$ cat src/rtl/constants_pkg.sv
// Shared command encoding for the alu_registers command bus.
// No logic; type definitions only.
// Not applicable (no handshake).
package constants_pkg;

    typedef enum logic [1:0] {
        REG_READ  = 2'd0,
        REG_WRITE = 2'd1,
        ADD       = 2'd2
    } ALUOp;

endpackage

$ cat src/rtl/alu_sequencer_if.sv
// Bundle of the instruction-fetch handshake and the alu_registers command bus.
// Pure wiring, zero latency.
// Fetch uses req/valid: requester holds req and address until valid is seen.
interface alu_sequencer_if #(
    parameter int PC_W = 8
);
    logic                 instr_req;
    logic [PC_W-1:0]      instr_addr;
    logic                 instr_valid;
    logic [15:0]          instr_data;
    logic [2:0]           addr_a;
    logic [2:0]           addr_b;
    logic [2:0]           addr_r;
    logic [7:0]           data_in;
    constants_pkg::ALUOp  op;

    // Sequencer side: issues fetches and drives the register-file commands.
    modport master (
        output instr_req, instr_addr, addr_a, addr_b, addr_r, data_in, op,
        input  instr_valid, instr_data
    );

    // Memory / register-file side.
    modport slave (
        input  instr_req, instr_addr, addr_a, addr_b, addr_r, data_in, op,
        output instr_valid, instr_data
    );
endinterface

$ cat src/rtl/alu_sequencer.sv
// Fetch/decode/execute sequencer driving alu_registers from a 16-bit program; macro ALU_SEQ_ILLEGAL_HALT_EN makes illegal opcodes halt.
// Latency: LOADI 4 cycles, ADD 3+ADD_CYCLES, NOP/JMP 3 (zero-wait memory); all outputs registered.
// Backpressure: FETCH holds instr_req/instr_addr until instr_valid; run low parks the FSM in IDLE after the current instruction.
module alu_sequencer #(
    parameter int PC_W       = 8,
    parameter int ADD_CYCLES = 2
) (
    input  logic            clk,
    input  logic            reset_n,
    input  logic            run,
    alu_sequencer_if.master bus,
    output logic            busy,
    output logic            halted,
    output logic            illegal
);
    import constants_pkg::*;

    typedef enum logic [2:0] {
        S_IDLE    = 3'd0,
        S_FETCH   = 3'd1,
        S_DECODE  = 3'd2,
        S_EXECUTE = 3'd3,
        S_HALTED  = 3'd4
    } state_t;

    localparam logic [3:0] OPC_NOP   = 4'h0;
    localparam logic [3:0] OPC_LOADI = 4'h1;
    localparam logic [3:0] OPC_ADD   = 4'h2;
    localparam logic [3:0] OPC_JMP   = 4'h3;
    localparam logic [3:0] OPC_HALT  = 4'hF;

    // An ADD is always held for at least one cycle.
    localparam int              ADD_HOLD = (ADD_CYCLES < 1) ? 1 : ADD_CYCLES;
    localparam int              CNT_W    = (ADD_HOLD > 1) ? $clog2(ADD_HOLD) : 1;
    localparam logic [CNT_W-1:0] CNT_LAST = CNT_W'(ADD_HOLD - 1);

    state_t            state_q, state_d;
    logic [PC_W-1:0]   pc_q, pc_d;
    logic [15:0]       ir_q, ir_d;
    logic [CNT_W-1:0]  cnt_q, cnt_d;
    logic              instr_req_q, instr_req_d;
    logic [2:0]        addr_a_q, addr_a_d;
    logic [2:0]        addr_b_q, addr_b_d;
    logic [2:0]        addr_r_q, addr_r_d;
    logic [7:0]        data_in_q, data_in_d;
    ALUOp              op_q, op_d;
    logic              busy_q, busy_d;
    logic              halted_q, halted_d;
    logic              illegal_q, illegal_d;

    // Instruction fields, always taken from the latched instruction.
    logic [3:0]        opc;
    logic [2:0]        f_rd, f_ra, f_rb;
    logic [7:0]        f_imm;
    logic [PC_W-1:0]   pc_inc;
    logic [PC_W-1:0]   jmp_target;
    logic              opc_legal;

    assign opc        = ir_q[15:12];
    assign f_rd       = ir_q[11:9];
    assign f_ra       = ir_q[8:6];
    assign f_rb       = ir_q[5:3];
    assign f_imm      = ir_q[7:0];
    assign pc_inc     = pc_q + PC_W'(1);
    assign jmp_target = PC_W'(f_imm);
    assign opc_legal  = (opc == OPC_NOP) || (opc == OPC_LOADI) || (opc == OPC_ADD) ||
                        (opc == OPC_JMP) || (opc == OPC_HALT);

    // State register and all output/datapath flops; reset aborts any instruction in flight.
    always_ff @(posedge clk or negedge reset_n) begin
        if (!reset_n) begin
            state_q     <= S_IDLE;
            pc_q        <= '0;
            ir_q        <= '0;
            cnt_q       <= '0;
            instr_req_q <= 1'b0;
            addr_a_q    <= '0;
            addr_b_q    <= '0;
            addr_r_q    <= '0;
            data_in_q   <= '0;
            op_q        <= REG_READ;
            busy_q      <= 1'b0;
            halted_q    <= 1'b0;
            illegal_q   <= 1'b0;
        end else begin
            state_q     <= state_d;
            pc_q        <= pc_d;
            ir_q        <= ir_d;
            cnt_q       <= cnt_d;
            instr_req_q <= instr_req_d;
            addr_a_q    <= addr_a_d;
            addr_b_q    <= addr_b_d;
            addr_r_q    <= addr_r_d;
            data_in_q   <= data_in_d;
            op_q        <= op_d;
            busy_q      <= busy_d;
            halted_q    <= halted_d;
            illegal_q   <= illegal_d;
        end
    end

    // Next-state logic: sequencing, PC update, instruction latch and ADD hold counter.
    always_comb begin
        state_d = state_q;
        pc_d    = pc_q;
        ir_d    = ir_q;
        cnt_d   = cnt_q;
        case (state_q)
            S_IDLE: begin
                if (run) begin
                    state_d = S_FETCH;
                end
            end
            S_FETCH: begin
                if (bus.instr_valid) begin
                    ir_d    = bus.instr_data;
                    state_d = S_DECODE;
                end
            end
            S_DECODE: begin
                cnt_d = '0;
                case (opc)
                    OPC_NOP: begin
                        pc_d    = pc_inc;
                        state_d = S_IDLE;
                    end
                    OPC_LOADI, OPC_ADD: begin
                        state_d = S_EXECUTE;
                    end
                    OPC_JMP: begin
                        pc_d    = jmp_target;
                        state_d = S_IDLE;
                    end
                    OPC_HALT: begin
                        state_d = S_HALTED;
                    end
                    default: begin
`ifdef ALU_SEQ_ILLEGAL_HALT_EN
                        state_d = S_HALTED;
`else
                        pc_d    = pc_inc;
                        state_d = S_IDLE;
`endif
                    end
                endcase
            end
            S_EXECUTE: begin
                if ((opc != OPC_ADD) || (cnt_q == CNT_LAST)) begin
                    pc_d    = pc_inc;
                    state_d = S_IDLE;
                end else begin
                    cnt_d = cnt_q + CNT_W'(1);
                end
            end
            S_HALTED: begin
                state_d = S_HALTED;
            end
            default: begin
                state_d = S_IDLE;
            end
        endcase
    end

    // Output logic: registered outputs follow the state being entered, so they line up with it.
    always_comb begin
        instr_req_d = (state_d == S_FETCH);
        busy_d      = (state_d == S_FETCH) || (state_d == S_DECODE) || (state_d == S_EXECUTE);
        halted_d    = halted_q || (state_d == S_HALTED);
        illegal_d   = illegal_q || ((state_q == S_DECODE) && !opc_legal);
        addr_a_d    = addr_a_q;
        addr_b_d    = addr_b_q;
        addr_r_d    = addr_r_q;
        data_in_d   = data_in_q;
        op_d        = REG_READ;
        // Operand fields are captured once, on the way out of DECODE.
        if ((state_q == S_DECODE) && (state_d == S_EXECUTE)) begin
            if (opc == OPC_ADD) begin
                addr_a_d = f_ra;
                addr_b_d = f_rb;
                addr_r_d = f_rd;
            end else begin
                addr_a_d  = f_rd;
                data_in_d = f_imm;
            end
        end
        if (state_d == S_EXECUTE) begin
            op_d = (opc == OPC_ADD) ? ADD : REG_WRITE;
        end
    end

    assign bus.instr_req  = instr_req_q;
    assign bus.instr_addr = pc_q;
    assign bus.addr_a     = addr_a_q;
    assign bus.addr_b     = addr_b_q;
    assign bus.addr_r     = addr_r_q;
    assign bus.data_in    = data_in_q;
    assign bus.op         = op_q;
    assign busy           = busy_q;
    assign halted         = halted_q;
    assign illegal        = illegal_q;

endmodule

$ cat src/flat_wrapper.sv
// flat-port wrapper written by rule: the top's interface ports become plain ports
module alu_sequencer_flat import constants_pkg::*;
#(
    parameter int PC_W       = 8,
    parameter int ADD_CYCLES = 2
)
  (clk, reset_n, run, busy, halted, illegal, bus_instr_req, bus_instr_addr, bus_addr_a, bus_addr_b, bus_addr_r, bus_data_in, bus_op, bus_instr_valid, bus_instr_data);
  alu_sequencer_if #(.PC_W(PC_W)) bus_i ();
  input  logic clk;
  input  logic reset_n;
  input  logic run;
  output logic busy;
  output logic halted;
  output logic illegal;
  output wire logic [$bits(bus_i.instr_req)-1:0] bus_instr_req;
  output wire logic [$bits(bus_i.instr_addr)-1:0] bus_instr_addr;
  output wire logic [$bits(bus_i.addr_a)-1:0] bus_addr_a;
  output wire logic [$bits(bus_i.addr_b)-1:0] bus_addr_b;
  output wire logic [$bits(bus_i.addr_r)-1:0] bus_addr_r;
  output wire logic [$bits(bus_i.data_in)-1:0] bus_data_in;
  output wire logic [$bits(bus_i.op)-1:0] bus_op;
  input wire logic [$bits(bus_i.instr_valid)-1:0] bus_instr_valid;
  input wire logic [$bits(bus_i.instr_data)-1:0] bus_instr_data;
  assign bus_instr_req = bus_i.instr_req;
  assign bus_instr_addr = bus_i.instr_addr;
  assign bus_addr_a = bus_i.addr_a;
  assign bus_addr_b = bus_i.addr_b;
  assign bus_addr_r = bus_i.addr_r;
  assign bus_data_in = bus_i.data_in;
  assign bus_op = bus_i.op;
  assign bus_i.instr_valid = bus_instr_valid;
  assign bus_i.instr_data = bus_instr_data;
  alu_sequencer #(.PC_W(PC_W), .ADD_CYCLES(ADD_CYCLES)) u_core (.clk(clk), .reset_n(reset_n), .run(run), .bus(bus_i), .busy(busy), .halted(halted), .illegal(illegal));
endmodule
$ cat config.mk
export PLATFORM = sky130hd
export DESIGN_NAME = alu_sequencer_flat
export DESIGN_NICKNAME = d
export VERILOG_FILES = /design/src/rtl/constants_pkg.sv /design/src/rtl/alu_sequencer_if.sv /design/src/rtl/alu_sequencer.sv /design/src/flat_wrapper.sv
export SDC_FILE = /design/constraint.sdc
export NUM_CORES = 1
export LEC_CHECK = 0
export CORE_UTILIZATION = 45
export CTS_CLUSTER_SIZE = 24
export DETAILED_ROUTE_END_ITERATION = 16
export HOLD_SLACK_MARGIN = 0.03
export PLACE_DENSITY = 0.85
export RECOVER_POWER = 50
export SYNTH_ARGS = -nofsm -noshare
export SYNTH_HDL_FRONTEND = slang
export SYNTH_SLANG_ARGS = --single-unit
$ cat constraint.sdc
create_clock -name clk -period 1.8 [get_ports clk]
set_input_delay 0.36 -clock clk [delete_from_list [all_inputs] [get_ports clk]]
set_output_delay 0.36 -clock clk [all_outputs]
set_load 0.01 [all_outputs]
==> results of run 1 <==
==> kinds of logic (layout without fill, tap and decap cells) <==
| logic type | count (synthesis) | after routing |
|---|---|---|
| simple gates | 102 | 102 |
| flops | 51 | 51 |
| compound gates | 36 | 36 |
| mux | 19 | 19 |
| buf+inv | 16 | 88 |
| fa+ha+maj | 1 | 1 |
| xor+xnor | 1 | 1 |
==> Yosys cell counts, types with 2 or more instances <==
| master | number |
|---|---|
| nand3_1 | 7 |
| mux2_2 | 15 |
| inv_1 | 4 |
| clkbuf_1 | 5 |
| and3_1 | 2 |
| a21oi_1 | 8 |
| o21ai_0 | 5 |
| nor2_1 | 8 |
| nor2b_1 | 5 |
| or2_2 | 3 |
| nor2_4 | 2 |
| o22ai_1 | 2 |
| o221a_2 | 3 |
| buf_6 | 3 |
| nor4_1 | 3 |
| dfrtp_1 | 51 |
| o31ai_1 | 3 |
| nand2b_1 | 2 |
| a211oi_1 | 3 |
| buf_2 | 3 |
| nor3_1 | 4 |
| mux2i_1 | 3 |
| o2bb2ai_1 | 2 |
| a2bb2oi_1 | 3 |
| nand2_1 | 53 |
==> critical path, cell delays in order (launching register included) <==
cell      delay [ps]
dfrtp_1          400
buf_4            160
and4bb_2         360
and2_1           170
mux2_2           340
mux2_4           250
==> layer usage <==
layer  global-route usage, %  part of all wire [%]  vias up  routed length [um]
li1                        -                     -      934                   -
met1                    28.7                    42      941                2330
met2                    36.9                    52       66                2830
met3                    3.48                   5.0        5                 273
met4                    8.60                  0.93        0                  51
met5                       0                     0        -                   0
==> per-stage QoR <==
stage	TNS, ps	hold WS (ps)	area (um2)
floorplan	0	64.4	2390
global placement	0	308	3070
detailed placement	0	311	3070
CTS	0	480	3190
global route	-66.5	501	3230
finish	0	476	3230
==> cell usage in the layout (no fill, tap or decap), types with 2 or more instances in the layout <==
cell / instances
a211oi_1: 2
a21oi_1: 8
a2bb2oi_1: 3
and3_1: 2
buf_4: 21
buf_6: 2
clkbuf_1: 2
clkbuf_8: 5
clkdlybuf4s50_1: 49
dfrtp_1: 50
inv_1: 4
mux2_2: 15
mux2i_1: 3
nand2_1: 52
nand2_2: 2
nand2b_1: 2
nand3_1: 7
nor2_1: 8
nor2_4: 2
nor2b_1: 4
nor3_1: 4
nor4_1: 3
o21ai_0: 5
o221a_2: 3
o2bb2ai_1: 2
o31ai_1: 3
or2_2: 3
==> worst paths after layout <==
kind                                             to
min reg2reg                           u_core.halted
max reg2reg                u_core.bus.instr_addr[1]
min                                   u_core.halted
max                        u_core.bus.instr_addr[1]
min in group asynchronous      u_core.bus.addr_r[2]
max in group asynchronous  u_core.bus.instr_addr[4]
==> flip-flops by register name (all words and copies together) (netlist names) <==
signal / count
u_core.busy: 1
u_core.bus.addr_r: 3
u_core.state_q: 3
u_core.bus.op: 2
u_core.bus.instr_addr: 8
u_core.cnt_q: 1
u_core.bus.addr_a: 3
u_core.bus.instr_req: 1
u_core.bus.addr_b: 3
u_core.bus.data_in: 8
u_core.illegal: 1
u_core.ir_q: 16
u_core.halted: 1
==> area by class of cell <==
type                       instances  area share (%)
sequential                        51            39.5
multi-input combinational        159            32.6
timing repair buffer              76            21.9
tap                               70            2.71
clock buffer                       5            2.13
clock inverter                     3           0.697
inverter                           4           0.464
==> timing repair <==
action	in CTS	in global routing
hold buffers	1	0
gates resized for setup	4	8
buffers inserted	0	2
pin swaps	1	4
endpoints found under the setup margin	4	17
endpoints found under the hold margin	16	0
gates cloned	0	1
==> report_power, final <==
| group | total [uW] | internal [uW] | switching (uW) |
|---|---|---|---|
| Clock | 668 | 279 | 389 |
| Sequential | 2100 | 1650 | 451 |
| Combinational | 2730 | 1490 | 1240 |
==> summary.txt, run 1 <==
Detailed routing
  – TritonRoute pass-1 iters: 4
  – 1st-iter DRT viols: 144
  – Routed via count: ~2000
  – Post-route ant nets: 0
  – Drt wl/cell: about 15 um
  – Final WL: between 5000 and 6000 um
  – Routed vias/inst: ~5.3
  – Drt drc: 0

Hold path
  – Tightest Hold Check Type: reg2reg
  – Hold Path Stages: 1
  – Worst hold start: u_core.halted

Critical path
  – Worst Reg2Reg Path Length in Cells: 5
  – CP Max Fanout: 5
  – CP Launch Type: flip-flop
  – CP arrival: 1990 ps
  – Crit path required time: a little under 2000 ps
  – CP startpoint: u_core.ir_q[14]
  – Setup CP Type: reg2reg
  – Setup crit end kind: flip-flop
  – FF-to-FF setup slack: between 0.6 and 0.7 ps
  – R2r startpoint: u_core.ir_q[14]

Synthesis
  – Sequential fraction of the synthesis area: 53.5%
  – YS warnings: 0
  – Synth area leaders: dfrtp_1 (53%), nand2_1 (8.3%), mux2_2 (7.1%)
  – Synth Area in Simple Gates: 21.9%
  – Largest family of logic cells by synthesized area: simple AND/OR/NAND/NOR gates
  – Async S/R FF share, synth: 100%
  – Post-synthesis xor/xnor area fraction: less than 1%
  – Mux cell area share after synthesis: 8.97%
  – Syn Nets: 247
  – Distinct cells, synth: 49
  – Post-Synthesis Mean Instance Area: ~11 um2
  – Synth Instances: 226
  – Post-Synth Adder-Cell Area: 0.524%
  – Post-synth EDFFs: 0
  – Top-area cell type share of the netlist area: between 50% and 60%
  – Synthesized cell area: approximately 0.0024 mm2
  – Synthesis-stage register bit count: between 50 and 60
  – Compound-gate portion of the synthesized area: between 10% and 20%
  – Synth area leader: dfrtp_1
  – Top_reg_cell synth: dfrtp_1

Floorplanning
  – Die H: between 70 and 80 um
  – Ports: 51
  – Core ar.: approximately 0.005 mm2
  – Starting Density: about 47%
  – Die Width: around 75 um
  – Cell Rows: 26
  – Die ar.: 0.00560 mm2

Global route
  – Vias in the first global route: just under 2000
  – Grt ovf: 0
  – Overall Global Routing Usage: around 22%
  – Global-route wire length before repair: a little over 9000 um
  – Pin count of the biggest net entering global routing: 36
  – Antenna violations before repair: 0

CTS
  – CTS sink count: between 50 and 60
  – CTS Buffer Depth: 2
  – Clk_lat worst skew: approximately 320 ps
  – Worst-path clk slew: roughly 90 ps
  – TritonCTS clock tree: built
  – Cts bufs inserted: 5
  – Clock Tree Root: clkbuf_8
  – H-tree Lvls: 2

Power
  – Power Total: approximately 5500 uW
  – Leakage: roughly 0.0015 uW
  – VDD IR max: just over 0.001 V
  – Pwr dens: between 1500 and 2000 mW/mm2

Place
  – Dpl ws: roughly 5.8 ps
  – PortBufs: 50
  – GP Congestion: 0.833
  – Placed cell count: between 300 and 400
  – Final HPWL from detailed placement: between 3000 and 4000 um

Finish
  – Area grow syn2layout: 35.5%
  – Post-layout util: a little over three fifths
  – Register area: 0.00128 mm2
  – Area occupied by multi-input gates: ~0.0011 mm2
  – Antenna cells: 0
  – FILL cells: 420
  – Share of cells above drive strength 1: a little under a quarter
  – Nets: 318
  – Fin cells: between 300 and 400

STA
  – Min Tclk post-route: around 1800 ps
  – Final Max Tran Viols: 0
  – Setup violators final: 0
  – Worst slew margin: a little under two fifths
  – Final Hold Viols: 0
  – RSZ-0062 raised after global routing: true
  – Final worst setup slack: around 0.63 ps
  – Fmax: approximately 0.56 GHz
  – Final period utilization: approximately 100%
  – Skew final: about 21 ps
  – Least-Margin Pin Slew: 949 ps

Run
  – Max Cap Viol: 0

Status
  – Run status: finished, final reports clean
Note: power is estimated with default switching activity, not from simulation.
==> run 2, diff against run 1 <==
Settings changed: CORE_UTILIZATION 45 to 50, PLACE_DENSITY 0.85 to 0.89.
Clock period 1.8 ns to 1.75 ns, I/O delays scaled along.
==> run 2 against run 1 <==
Effect of this change:
- the run now ends with DRC, setup timing left
- critical path depth unchanged
- power rose by 12%
- critical path type unchanged
- die area is 9.7% lower
- first-iteration DRC count is 2.1% lower
- clock power rose by 27%
- design area is 3.4% higher
- non-clock buffer count increased by 8
- clock skew decreased by 16 ps
- global-route usage up 4.9 points
- count of clock-buffer cells in the layout rose by 1
- combinational power increased by 14%
- via count is 5.7% higher
==> summary.txt, run 2 (synthesis results as in run 1) <==
Status
  – Run status: complete, but fails checks
  – Failing checks: DRC, setup timing

STA
  – RSZ-0062 raised after global routing: true
  – Final Max Tran Viols: 0 (unchanged)
  – Skew final: 4.80 ps (-16.5 ps)
  – Final Hold Viols: 0 (unchanged)
  – Final worst setup slack: -12.5 ps (-13.1 ps)
  – Least-Margin Pin Slew: 1230 ps (+277 ps)
  – Worst slew margin: 18.3% (-18 points)
  – Setup violators final: 3 (+3)
  – Min Tclk post-route: 1760 ps (-36.9 ps)
  – Fmax: 0.567 GHz (+2.1%)
  – Final period utilization: 101% (+0.75 points)

Critical path
  – CP bufs+invs: 1 (unchanged)
  – CP Max Fanout: 5 (unchanged)
  – Critical path cell sequence: buf_6, or3b_4, nor2_4, nand3b_4, mux2_4
  – Setup crit end kind: flip-flop
  – Reg-to-reg critical path endpoint: u_core.bus.data_in[2]
  – CP arrival: 1960 ps (-30 ps)
  – Slowest cell delay on critical path: 430 ps (+30 ps)
  – R2r startpoint: u_core.state_q[0]
  – CP Launch Type: flip-flop
  – Crit path required time: 1950 ps (-40 ps)
  – CP top delay family: simple AND/OR/NAND/NOR gates
  – Slowest-stage cell, CP: or3b_4
  – FF-to-FF setup slack: -10 ps (about the same)
  – Worst Reg2Reg Path Length in Cells: 5 (unchanged)
  – Setup CP Type: reg2reg

Global route
  – Overall Global Routing Usage: 26.9% (+4.9 points)
  – Grt ovf: 0 (unchanged)
  – Antenna violations before repair: 0 (unchanged)
  – Pin count of the biggest net entering global routing: 52 (+44%)
  – Global-route wire length before repair: 10300 um (+14%)
  – Vias in the first global route: 2118 (+10%)

CTS
  – Worst-path clk slew: 90 ps (about the same)
  – Cts bufs inserted: 5 (unchanged)
  – Clk_lat worst skew: 310 ps (about the same)
  – Clock Tree Root: clkbuf_8
  – TritonCTS clock tree: built
  – CTS Buffer Depth: 2 (unchanged)
  – # hold bufs at CTS: 0 (-1)
  – H-tree Lvls: 2 (unchanged)
  – CTS sink count: 51 (unchanged)

Detailed routing
  – Drt drc: 2 (+2)
  – Final WL: 6390 um (+16%)
  – Post-route ant nets: 0 (unchanged)
  – 1st-iter DRT viols: 141 (-2.1%)
  – TritonRoute pass-1 iters: 10 (+6)
  – Routed vias/inst: 5.73 (+8.4%)
  – Drt wl/cell: 17.8 um (+19%)
  – Routed via count: 2057 (+5.7%)

Floorplanning
  – Die Width: 71.1 um (-5.0%)
  – Die H: 71.1 um (-5.0%)
  – Starting Density: 53.3% (+6.6 points)
  – Die ar.: 0.00505 mm2 (-9.7%)
  – Cell Rows: 24 (-7.7%)
  – Ports: 51 (unchanged)
  – Core ar.: 0.00447 mm2 (-12%)

Place
  – GP Congestion: 0.860 (+3.2%)
  – Post-DP Area: 0.00309 mm2 (+0.73%)
  – PortBufs: 50 (unchanged)
  – Final HPWL from detailed placement: 4240 um (+7.1%)

Finish
  – Area grow syn2layout: 40.1%
  – Nets: 327 (+2.8%)
  – Antenna cells: 0 (unchanged)
  – Final instance area: 0.00334 mm2 (+3.4%)
  – Max reg flops: 16 (unchanged)
  – Reg with most FFs: u_core.ir_q
  – Post-layout util: 74.7% (+11 points)
  – Share of cells above drive strength 1: 29.6% (+5.8 points)
  – Most frequent cells in the layout: nand2_1 (52), clkdlybuf4s50_1 (49), dfrtp_1 (47)
  – Commonest non-fill, non-tap cell in the layout: nand2_1

Power
  – Sequential share of power: 35.9% (-2.3 points)
  – Pwr dens: 1840 mW/mm2 (+8.2%)
  – Clock Power Share: 13.8% (+1.7 points)
  – VDD IR max: 0.000921 V (-9.0%)
  – Int Pwr: 3840 uW (+12%)
  – Leakage: 0.00160 uW (+6.0%)
  – Power Total: 6160 uW (+12%)
  – P_sw: 2320 uW (+11%)
  – Comb pwr share: 50.3% (+0.6 points)
  – Net Sw Frac: 37.7% (-0.21 points)

Run
  – Max Cap Viol: 0 (unchanged)

Hold path
  – Tightest Hold Check Type: in2async
run 2: stage by stage:
| step | hold WS [ps] | instances | TNS [ps] | setup slack [ps] |
|---|---|---|---|---|
| after global routing | 484 | 359 | -593 | -63.7 |
| final | 371 | 359 | -25.8 | -12.5 |
| after CTS | 34.4 | 353 | 0 | 1.60 |
| after global placement | 357 | 344 | -442 | -99.8 |
| after detailed placement | 365 | 344 | -1180 | -177 |
| after floorplan | 54.4 | 226 | 0 | 8.95 |
run 2: power by group through the flow:
stage          clock network [uW]  registers (uW)  logic [uW]
2_1_floorplan                   0            2200        1360
3_3_place_gp                    0            2140        2650
3_5_place_dp                    0            2180        2780
4_1_cts                       853            2170        2900
5_1_grt                       915            2280        3340
6_report                      850            2210        3100
run 2: what timing repair did:
item | CTS | global route
endpoints found under the setup margin | 23 | 25
pin swaps | 2 | 9
resized for setup | 12 | 14
gates cloned | 0 | 1
setup buffers | 1 | 5
run 2: worst max path at each step:
stage	from	endpoint	slack, ps	depth (start not counted)
2_1_floorplan	u_core.ir_q[12]	u_core.bus.instr_addr[1]	9	6
3_3_place_gp	u_core.ir_q[15]	u_core.bus.instr_addr[3]	-100	5
3_5_place_dp	u_core.ir_q[15]	u_core.bus.instr_addr[3]	-180	5
4_1_cts	u_core.ir_q[15]	u_core.bus.instr_addr[7]	2	6
5_1_grt	u_core.ir_q[15]	u_core.bus.instr_addr[1]	-60	4
6_report	u_core.state_q[0]	u_core.bus.data_in[2]	-10	5
run 2: final cells by class:
cell class	instances	area [um2]
clock inverters	2	35.0
clock buffers	6	82.6
fillers	305	1130
inverters	4	15.0
flip-flops and latches	51	1280
multi-input cells	160	1110
well taps	52	65.1
repair buffers	84	749
run 2: metal layers:
layer | up-vias | part of all wire (%) | routed length, um | GRT usage (%)
met2 | 86 | 53 | 3410 | 47.1
met4 | 0 | 1.3 | 83 | 10.4
met1 | 1014 | 40 | 2550 | 33.4
met5 | - | 0 | 0 | 0
met3 | 8 | 5.5 | 352 | 4.70
li1 | 949 | - | - | -
==> RTL edit (config.mk and constraints of run 2) <==
`pc_q`, `ir_q` and `data_in_q` no longer have a reset.
--- a/src/rtl/alu_sequencer.sv
+++ b/src/rtl/alu_sequencer.sv
@@ -71,6 +71,4 @@
         if (!reset_n) begin
             state_q     <= S_IDLE;
-            pc_q        <= '0;
-            ir_q        <= '0;
             cnt_q       <= '0;
             instr_req_q <= 1'b0;
@@ -78,5 +76,4 @@
             addr_b_q    <= '0;
             addr_r_q    <= '0;
-            data_in_q   <= '0;
             op_q        <= REG_READ;
             busy_q      <= 1'b0;
@@ -85,6 +82,4 @@
         end else begin
             state_q     <= state_d;
-            pc_q        <= pc_d;
-            ir_q        <= ir_d;
             cnt_q       <= cnt_d;
             instr_req_q <= instr_req_d;
@@ -92,5 +87,4 @@
             addr_b_q    <= addr_b_d;
             addr_r_q    <= addr_r_d;
-            data_in_q   <= data_in_d;
             op_q        <= op_d;
             busy_q      <= busy_d;
@@ -98,4 +92,10 @@
             illegal_q   <= illegal_d;
         end
+    end
+
+    always_ff @(posedge clk) begin
+        pc_q      <= pc_d;
+        ir_q      <= ir_d;
+        data_in_q <= data_in_d;
     end
 
Formal check against the unedited RTL: differs if reset_n is asserted again (counterexample within 4 cycles, from zero or initial values and one cycle with reset_n low); with reset_n held inactive, the same outputs for 10 cycles.
==> RTL edit against run 2 <==
- the run ends with setup timing left
- maximum frequency down 0.97%
- sequential cell count unchanged
- non-clock buffer count down 19
- final cell count down 30%
- worst setup slack worse by 0.017 ns
- synthesized cell count down 42%
- count of clock-buffer cells in the layout down 1
- cell area down 16%
- routed wire length down 32%
- area after synthesis down 15%
- highest routed layer unchanged
Power is not compared: it rests on default switching activity, and its combinational part moved more than twofold at a synthesized area within 25%.
==> RTL edit: results (changes against run 2) <==
stage,metric,value,unit,change
cells_and_area,share of cells above drive strength 1,0.182,,-0.114
global_routing,largest net degree at the start of global routing,20,,-62%
min_path,worst min path class,register to register,,
routing,final WL,4330,um,-32%
yosys,syn_area_per_cell,15.4,um^2,+46%
yosys,ranking of synthesized cells by area,"edfxtp_1 (47%), dfrtp_1 (23%), mux2_2 (5.5%), a221o_1 (1.5%), nor3_1 (1.5%)",,
routing,Via Count,1432,,-30%
cells_and_area,Seq area share,0.509,,+0.126
placed_design,pre-CTS setup slack,-0.0135,ns,+0.163 ns
yosys,"EDFF count, synth",32,,+32
cells_and_area,Multi-In Gates,78,,-51%
status,failing checks,setup timing,,
yosys,Post-Syn Nets,153,,-38%
global_routing,wire length of the first global-routing pass,7070,um,-32%
sta,final setup fails,8,,+5
routing,Starting DRT DRC Count,114,,-19%
placed_design,RePlAce Congestion,0.874,,+1.6%
worst_setup_path,CP Data Arrival Time,1.84,ns,-0.12 ns
cells_and_area,Final nets,223,,-32%
sta,setup tns final,-0.186,ns,-0.160 ns
worst_setup_path,Critical Path Fanout Max,8,,+3
yosys,Unique masters post-synth,39,,-20%
cells_and_area,Fill cells,225,,-26%
yosys,post-synthesis sequential area ratio,0.706,,+0.171
routing,wire per inst,17.3,um,-3.0%
placed_design,Inst Count DP,241,,-30%
cells_and_area,multi-input logic area,586,um^2,-47%
cells_and_area,"Buffers, non-clock",65,,-23%
placed_design,Post-DP Area,2700,um^2,-13%
status,outcome,"finished, violations left",,
routing,TritonRoute pass-1 iters,4,,-6
sta,Final WS setup,-0.0297,ns,-0.0172 ns
cells_and_area,NonClk Buf Share,0.213,,-0.0114
cells_and_area,Clock-cell share,0.0483,,+0.0131
placed_design,HPWL after DPL,3060,um,-28%
-- RTL edit: cell count changes after synthesis, moves of 4 or more --
cell	change
nand2_1	-49
mux2_2	-5
edfxtp_1	+32
clkbuf_1	-4
nand3_1	-4
nor2b_1	-4
dfrtp_1	-32
nor2_1	-4
a21oi_1	-5
-- RTL edit: worst max-delay path: cells and delay by family (launching register included) --
kind | cells | cell delay (ns)
DFF | 1 | 0.40
and+or+nand+nor | 3 | 1.13
-- RTL edit: cells by family after synthesis --
kind of cell,Yosys count,share of synthesized area
XOR/XNOR,4,0.0172
AND/OR/NAND/NOR,42,0.137
buffers and inverters,3,0.00614
flip-flops,51,0.706
multiplexers,11,0.0603
adder cells (fa/ha/maj),1,0.00615
AO/OA/AOI/OAI,20,0.0676
-- RTL edit: routing by layer --
layer  global-route usage  up-vias  share of wire
li1                     -      657              -
met1                0.286      708           0.41
met2                0.379       58           0.52
met3               0.0672        9          0.059
met4               0.0870        0          0.018
met5                    0        -              0
-- RTL edit: worst paths after layout --
kind,end,start,cells past startpoint,slack [ns]
max,u_core.bus.instr_addr[3],u_core.ir_q[14],3,-0.03
min,u_core.bus.data_in[1],u_core.ir_q[1],0,0.46
max reg2reg,u_core.bus.instr_addr[3],u_core.ir_q[14],3,-0.03
min reg2reg,u_core.bus.data_in[1],u_core.ir_q[1],0,0.46
max in group asynchronous,u_core.bus.addr_b[1],reset_n,2,0.37
min in group asynchronous,u_core.halted,reset_n,2,0.74
-- RTL edit: what timing repair did --
item | in CTS | in global routing
pin swaps | 0 | 0
buffers inserted | 0 | 2
endpoints found under the setup margin | 8 | 13
endpoints found under the hold margin | 0 | 0
resized for setup | 0 | 1
hold buffers | 0 | 0
